<file path="config.mk">
export PLATFORM = sky130hd
export DESIGN_NAME = uart_tx_engine
export DESIGN_NICKNAME = d
export VERILOG_FILES = /design/src/rtl/uart_pkg.sv /design/src/rtl/uart_baud_counter.sv /design/src/rtl/uart_tx_engine.sv
export SDC_FILE = /design/constraint.sdc
export NUM_CORES = 1
export LEC_CHECK = 0
export ABC_CLOCK_PERIOD_IN_PS = 5930
export BUFFER_PORTS_ARGS = -buffer_cell sky130_fd_sc_hd__buf_2
export CORE_MARGIN = 3
export CORE_UTILIZATION = 64
export CTS_CLUSTER_SIZE = 25
export DETAILED_ROUTE_END_ITERATION = 10
export GPL_ROUTABILITY_DRIVEN = 0
export PLACE_DENSITY = 0.9
export SYNTH_ARGS = -nofsm -noshare
export SYNTH_HDL_FRONTEND = slang
export SYNTH_SLANG_ARGS = --single-unit
</file>
<file path="constraint.sdc">
create_clock -name clk -period 5.93 [get_ports clk]
set_input_delay 0.8895 -clock clk [delete_from_list [all_inputs] [get_ports clk]]
set_output_delay 0.8895 -clock clk [all_outputs]
set_load 0.005 [all_outputs]
</file>
<file path="src/rtl/uart_pkg.sv">
// Shared UART definitions: transmit FSM states, frame constants and the parity helper
// used by both the transmit and receive paths.
package uart_pkg;

  localparam int UART_DATA_BITS = 8;

  typedef enum logic [2:0] {
    TX_IDLE   = 3'd0,
    TX_START  = 3'd1,
    TX_DATA   = 3'd2,
    TX_PARITY = 3'd3,
    TX_STOP   = 3'd4,
    TX_BREAK  = 3'd5,
    TX_MARK   = 3'd6
  } uart_tx_state_e;

  // Even parity when odd=0: result makes the total count of ones even.
  function automatic logic parity_calc(input logic [UART_DATA_BITS-1:0] data,
                                       input logic                      odd);
    return (^data) ^ odd;
  endfunction

endpackage

</file>
<file path="src/rtl/uart_baud_counter.sv">
// Bit-period down-counter: reloads with divisor-1 on load or at terminal count,
// flags bit_end while the count sits at zero. A divisor of 0 behaves as 1.
module uart_baud_counter #(
  parameter int DIV_WIDTH = 16
) (
  input  logic                 clk,
  input  logic                 rst,
  input  logic [DIV_WIDTH-1:0] divisor,
  input  logic                 load,
  output logic                 bit_end,
  output logic                 bit_end_next
);

  logic [DIV_WIDTH-1:0] cnt_q;
  logic [DIV_WIDTH-1:0] cnt_d;
  logic [DIV_WIDTH-1:0] reload;

  always_comb begin
    reload = (divisor == '0) ? '0 : divisor - DIV_WIDTH'(1);
    if (load || (cnt_q == '0)) begin
      cnt_d = reload;
    end else begin
      cnt_d = cnt_q - DIV_WIDTH'(1);
    end
  end

  always_ff @(posedge clk) begin
    if (rst) begin
      cnt_q <= '0;
    end else begin
      cnt_q <= cnt_d;
    end
  end

  assign bit_end      = (cnt_q == '0);
  // Lets the parent register outputs that must line up with the final cycle of a bit.
  assign bit_end_next = (cnt_d == '0);

endmodule

</file>
<file path="src/rtl/uart_tx_engine.sv">
// UART transmit engine: serialises bytes (start, 8 data LSB-first, optional parity,
// 1 or 2 stop bits) and generates line breaks followed by a one-bit mark.
//
// state     | meaning
// TX_IDLE   | line high, waiting for a byte or a break request
// TX_START  | start bit, line low
// TX_DATA   | data bits, LSB first
// TX_PARITY | parity bit
// TX_STOP   | one or two stop bits, line high
// TX_BREAK  | line held low for at least BREAK_MIN_BIT_PERIODS bit periods
// TX_MARK   | one bit period of mark after a break
module uart_tx_engine
  import uart_pkg::*;
#(
  parameter int DIV_WIDTH             = 16,
  parameter int BREAK_MIN_BIT_PERIODS = 11
) (
  input  logic                      clk,
  input  logic                      rst,
  input  logic [DIV_WIDTH-1:0]      clks_per_bit,
  input  logic                      parity_en,
  input  logic                      parity_odd,
  input  logic                      two_stop,
  input  logic [UART_DATA_BITS-1:0] tx_data,
  input  logic                      tx_valid,
  output logic                      tx_ready,
  input  logic                      break_req,
  output logic                      tx,
  output logic                      tx_busy,
  output logic                      break_active,
  output logic                      frame_done
);

  localparam int BRK_W = (BREAK_MIN_BIT_PERIODS < 1) ? 1 : $clog2(BREAK_MIN_BIT_PERIODS + 1);
  localparam logic [BRK_W-1:0] BRK_MIN = BRK_W'(BREAK_MIN_BIT_PERIODS);

  uart_tx_state_e            state_q, state_d;
  logic [UART_DATA_BITS-1:0] shreg_q, shreg_d;
  logic [2:0]                idx_q, idx_d;
  logic                      par_q, par_d;
  logic                      pe_q, pe_d;
  logic                      ts_q, ts_d;
  logic                      stop2_q, stop2_d;
  logic [DIV_WIDTH-1:0]      div_q, div_d;
  logic [BRK_W-1:0]          brk_cnt_q, brk_cnt_d;
  logic [BRK_W:0]            brk_inc;

  logic tx_q, tx_d;
  logic tx_ready_q, tx_ready_d;
  logic tx_busy_q, tx_busy_d;
  logic break_active_q, break_active_d;
  logic frame_done_q, frame_done_d;

  logic                 cnt_load;
  logic [DIV_WIDTH-1:0] cnt_div;
  logic                 bit_end;
  logic                 bit_end_next;

  uart_baud_counter #(
    .DIV_WIDTH (DIV_WIDTH)
  ) u_baud (
    .clk          (clk),
    .rst          (rst),
    .divisor      (cnt_div),
    .load         (cnt_load),
    .bit_end      (bit_end),
    .bit_end_next (bit_end_next)
  );

  // Live divisor only matters when leaving IDLE; afterwards the latched copy rules.
  assign cnt_div = (state_q == TX_IDLE) ? clks_per_bit : div_q;
  assign brk_inc = {1'b0, brk_cnt_q} + (BRK_W + 1)'(1);

  always_comb begin
    state_d   = state_q;
    shreg_d   = shreg_q;
    idx_d     = idx_q;
    par_d     = par_q;
    pe_d      = pe_q;
    ts_d      = ts_q;
    stop2_d   = stop2_q;
    div_d     = div_q;
    brk_cnt_d = brk_cnt_q;
    cnt_load  = 1'b0;

    unique case (state_q)
      TX_IDLE: begin
        if (break_req) begin
          state_d   = TX_BREAK;
          cnt_load  = 1'b1;
          div_d     = clks_per_bit;
          brk_cnt_d = '0;
        end else if (tx_valid && tx_ready_q) begin
          state_d  = TX_START;
          cnt_load = 1'b1;
          div_d    = clks_per_bit;
          shreg_d  = tx_data;
          idx_d    = '0;
          par_d    = parity_calc(tx_data, parity_odd);
          pe_d     = parity_en;
          ts_d     = two_stop;
        end
      end
      TX_START: begin
        if (bit_end) state_d = TX_DATA;
      end
      TX_DATA: begin
        if (bit_end) begin
          shreg_d = shreg_q >> 1;
          idx_d   = idx_q + 3'd1;
          if (idx_q == 3'(UART_DATA_BITS - 1)) begin
            state_d = pe_q ? TX_PARITY : TX_STOP;
            stop2_d = 1'b0;
          end
        end
      end
      TX_PARITY: begin
        if (bit_end) begin
          state_d = TX_STOP;
          stop2_d = 1'b0;
        end
      end
      TX_STOP: begin
        if (bit_end) begin
          if (ts_q && !stop2_q) begin
            stop2_d = 1'b1;
          end else begin
            state_d   = break_req ? TX_BREAK : TX_IDLE;
            brk_cnt_d = '0;
          end
        end
      end
      TX_BREAK: begin
        if (bit_end) begin
          if (brk_cnt_q != BRK_MIN) brk_cnt_d = brk_inc[BRK_W-1:0];
          if ((brk_inc >= {1'b0, BRK_MIN}) && !break_req) state_d = TX_MARK;
        end
      end
      TX_MARK: begin
        if (bit_end) state_d = TX_IDLE;
      end
      default: state_d = TX_IDLE;
    endcase
  end

  // Outputs are registered from next-state values so they line up with the state register.
  always_comb begin
    tx_d = 1'b1;
    case (state_d)
      TX_START, TX_BREAK: tx_d = 1'b0;
      TX_DATA:            tx_d = shreg_d[0];
      TX_PARITY:          tx_d = par_d;
      default:            tx_d = 1'b1;
    endcase
    tx_ready_d     = (state_d == TX_IDLE) && !break_req;
    tx_busy_d      = (state_d != TX_IDLE);
    break_active_d = (state_d == TX_BREAK);
    frame_done_d   = (state_d == TX_STOP) && (!ts_d || stop2_d) && bit_end_next;
  end

  always_ff @(posedge clk) begin
    if (rst) begin
      state_q        <= TX_IDLE;
      shreg_q        <= '0;
      idx_q          <= '0;
      par_q          <= 1'b0;
      pe_q           <= 1'b0;
      ts_q           <= 1'b0;
      stop2_q        <= 1'b0;
      div_q          <= '0;
      brk_cnt_q      <= '0;
      tx_q           <= 1'b1;
      tx_ready_q     <= 1'b0;
      tx_busy_q      <= 1'b0;
      break_active_q <= 1'b0;
      frame_done_q   <= 1'b0;
    end else begin
      state_q        <= state_d;
      shreg_q        <= shreg_d;
      idx_q          <= idx_d;
      par_q          <= par_d;
      pe_q           <= pe_d;
      ts_q           <= ts_d;
      stop2_q        <= stop2_d;
      div_q          <= div_d;
      brk_cnt_q      <= brk_cnt_d;
      tx_q           <= tx_d;
      tx_ready_q     <= tx_ready_d;
      tx_busy_q      <= tx_busy_d;
      break_active_q <= break_active_d;
      frame_done_q   <= frame_done_d;
    end
  end

  assign tx           = tx_q;
  assign tx_ready     = tx_ready_q;
  assign tx_busy      = tx_busy_q;
  assign break_active = break_active_q;
  assign frame_done   = frame_done_q;

endmodule

</file>
==> flow_metrics.py <==
metrics = {
    "final_layout": {
        "diodes": 0,
        "layout-drive-gt1-share": 0.138,
        "layout.area.seq_sq_um": 1180,
        "fillCellCount": 446,
        "nNetsFinal": 534,
        "instances_no_fill": 573,
        "syn_to_final_growth_pct": 9.20,
        "multiInputGateArea_sq_um": 2400,
    },
    "global_route": {
        "gr-total-overflow": 0,
        "grt_pass1_wl_um": 15300,
        "grt_pass1_vias": 3315,
        "grt_max_degree": 57,
        "track_usage": 0.288,
        "antenna_found_initial": 0,
    },
    "floorplanning": {
        "start_util": 0.671,
        "die_w_um": 82.5,
        "rows": 27,
        "ioPinCount": 36,
        "die_h_um": 82.5,
        "core_sq_um": 5570,
        "die_area_sq_um": 6800,
    },
    "sta": {
        "fmax_mhz": 279,
        "post-route-min-period_ns": 3.59,
        "finalSetupTns_ns": 0,
        "hold_viol": 0,
        "rsz0062_at_grt": "no",
        "fin_skew_ns": 0.0106,
        "max-slew-margin-rel": 0.221,
        "period_share": 0.605,
        "worst_pin_slew_ns": 1.16,
        "setup_viol": 0,
        "whs_ns": 0.460,
        "slew_viol_final": 0,
    },
    "detailed_routing": {
        "wirelength_um": 9320,
        "drc": 0,
        "wl_per_cell_um": 16.3,
        "dr.pass1.iters": 5,
        "vias_per_cell": 6.53,
        "dr.first_iter.drc_count": 426,
        "ant_nets": 0,
        "num_vias": 3741,
    },
    "cts": {
        "clock_sinks": 59,
        "cts_buffers": 9,
        "clk_latency_ns": 0.34,
        "cts_resized": 0,
        "cts_hold_buf": 0,
        "cts.clk_slew.worst_paths_ns": 0.07,
        "cts_setup_buffers": 0,
        "cts_tree": "built",
        "htree_levels": 3,
        "ctsRootBufferMaster": "clkbuf_8",
        "clock_path_buffers": 2,
    },
    "yosys": {
        "yosysWarningCount": 0,
        "synth_seq_cells": 59,
        "async_flop_share": 0,
        "syn_avg_cell_area_sq_um": 7.86,
        "synth_fa_ha_area_frac": 0.0234,
        "syn_inst": 476,
        "synth-edff-count": 0,
        "synthMuxAreaShare": 0.0274,
        "syn_nets": 514,
        "synth-main-ff-cell": "dfxtp_1",
        "seq_area_frac_synth": 0.316,
        "yosys.area_share.simple": 0.295,
        "yosys.area_share.xor_xnor": 0.0773,
        "netlist_area_sq_um": 3740,
        "synth-compound-area-share": 0.217,
        "yosysUniqueCellTypes": 73,
        "synth_top_family_by_area": "simple AND/OR/NAND/NOR gates",
    },
    "place": {
        "dp_hpwl_um": 6820,
        "dpl.cell_count": 557,
        "io_buffers": 35,
    },
    "power": {
        "power.density_nw_per_um2": 456,
        "leakage_nw": 1.55,
        "vdd_ir_drop_max_mv": 0.283,
    },
    "worst_setup_path": {
        "required_ns": 6.19,
        "endpoint_kind": "register",
        "cpMaxStageDelayCell": "dfxtp_1",
        "max_stage_delay_ns": 0.43,
        "arrival_ns": 3.85,
        "crit_fanout": 24,
        "worstPathCellList": "nor3_4 -> buf_4 -> mux2_2 -> inv_1 -> ha_1 -> clkinv_1 -> o31a_1 -> nor3_2 -> o221a_1 -> and4_1 -> o2111ai_1 -> nor4_2",
        "startpoint_type": "register",
        "worstSetupPathType": "reg2reg",
    },
    "job": {
        "max_cap_viol_count": 0,
    },
    "worst_hold_path": {
        "hold_path_class": "reg2reg",
    },
    "status": {
        "status": "complete, no violations",
    },
}
-- layer usage --
metal  vias to the layer above  share of wire  track usage
met2                       186           0.47        0.458
met5                         -              0            0
li1                       1783              -            -
met3                        26          0.078       0.0488
met4                         0          0.024        0.133
met1                      1746           0.42        0.381
-- metrics by stage --
step	power, mW	area [sq um]	worst slack, ns	util
finish	1.86	4090	2.34	0.733
global route	1.97	4090	2.15	0.733
floorplan	1.28	3740	2.62	-
global placement	1.44	3890	2.47	0.698
detailed placement	1.48	3890	2.30	0.698
CTS	1.84	4090	2.40	0.733
-- power breakdown --
group	internal [mW]	total [mW]	switching [mW]
combinational	0.369	0.952	0.583
clock	0.203	0.360	0.156
sequential	0.468	0.553	0.0849
-- Yosys cell counts, drive strengths merged, types with 5 or more instances --
cell,instances,area (sq um)
dfxtp,59,1180
nor2,56,210
nand2,55,209
a21oi,40,200
xnor2,22,193
nor3,19,111
nor4,18,138
clkbuf,16,60.1
a22oi,15,113
o21ai,13,65.1
buf,11,62.6
xor2,11,96.3
inv,10,37.5
mux2i,8,80.1
or4,8,63.8
ha,7,87.6
nand3,7,35.0
and3,6,37.5
nand4,6,37.5
nor2b,6,37.5
o31ai,5,37.5
or3,5,31.3
-- critical path, delay by kind of cell, from the launching register on --
| kind | cells | cell delay [ns] |
|---|---|---|
| simple gates | 4 | 0.90 |
| buf+inv | 3 | 0.71 |
| compound gates | 3 | 0.71 |
| flops | 1 | 0.43 |
| mux | 1 | 0.38 |
| fa+ha+maj | 1 | 0.35 |
-- logic make-up (layout without fill, tap and decap cells) --
family	after synthesis	count (layout)
DFF	59	59
xor gates and xnor gates	33	33
buffers and inverters	38	63
and+or+nand+nor	211	211
muxes	10	10
AOI/OAI and AO/OA	118	118
adders and majority gates	7	7
-- flip-flops by register name, indices dropped and copies added, names as in the netlist, 3 cells and up --
name,flops
brk_cnt_q,4
div_q,16
shreg_q,8
u_baud.cnt_q,16
state_q,3
idx_q,3
-- placed cells by master, fill, tap and decap left out, types with 4 or more instances in the layout --
master    instances
dfxtp_1          59
nor2_1           56
nand2_1          54
a21oi_1          40
buf_2            35
xnor2_1          22
nor3_1           17
a22oi_1          15
nor4_1           14
xor2_1           11
inv_1            10
o21ai_0          10
clkbuf_8         10
mux2i_1           8
or4_1             7
nand3_1           7
ha_1              7
nand4_1           6
nor2b_1           6
and3_1            6
or3_1             5
o31ai_1           5
nor4_2            4
o211ai_1          4
a41oi_1           4
nor3b_1           4
nand2b_1          4
-- layout make-up --
type | instances | area share
Timing Repair Buffer | 36 | 0.0447
Inverter | 11 | 0.0101
Clock buffer | 11 | 0.0346
Multi-Input combinational cell | 379 | 0.587
Tap cell | 72 | 0.0221
Clock inverter | 5 | 0.0129
Sequential cell | 59 | 0.289
-- path summary, 6_finish.rpt --
kind                            startpoint    endpoint  slack, ns  cells after the start
worst max-delay path            state_q[1]  frame_done       2.34                     12
worst min-delay path            shreg_q[5]  shreg_q[5]       0.46                      2
worst max register to register  state_q[1]  frame_done       2.34                     12
worst min register to register  shreg_q[5]  shreg_q[5]       0.46                      2
Note: power is estimated with default switching activity, not from simulation.
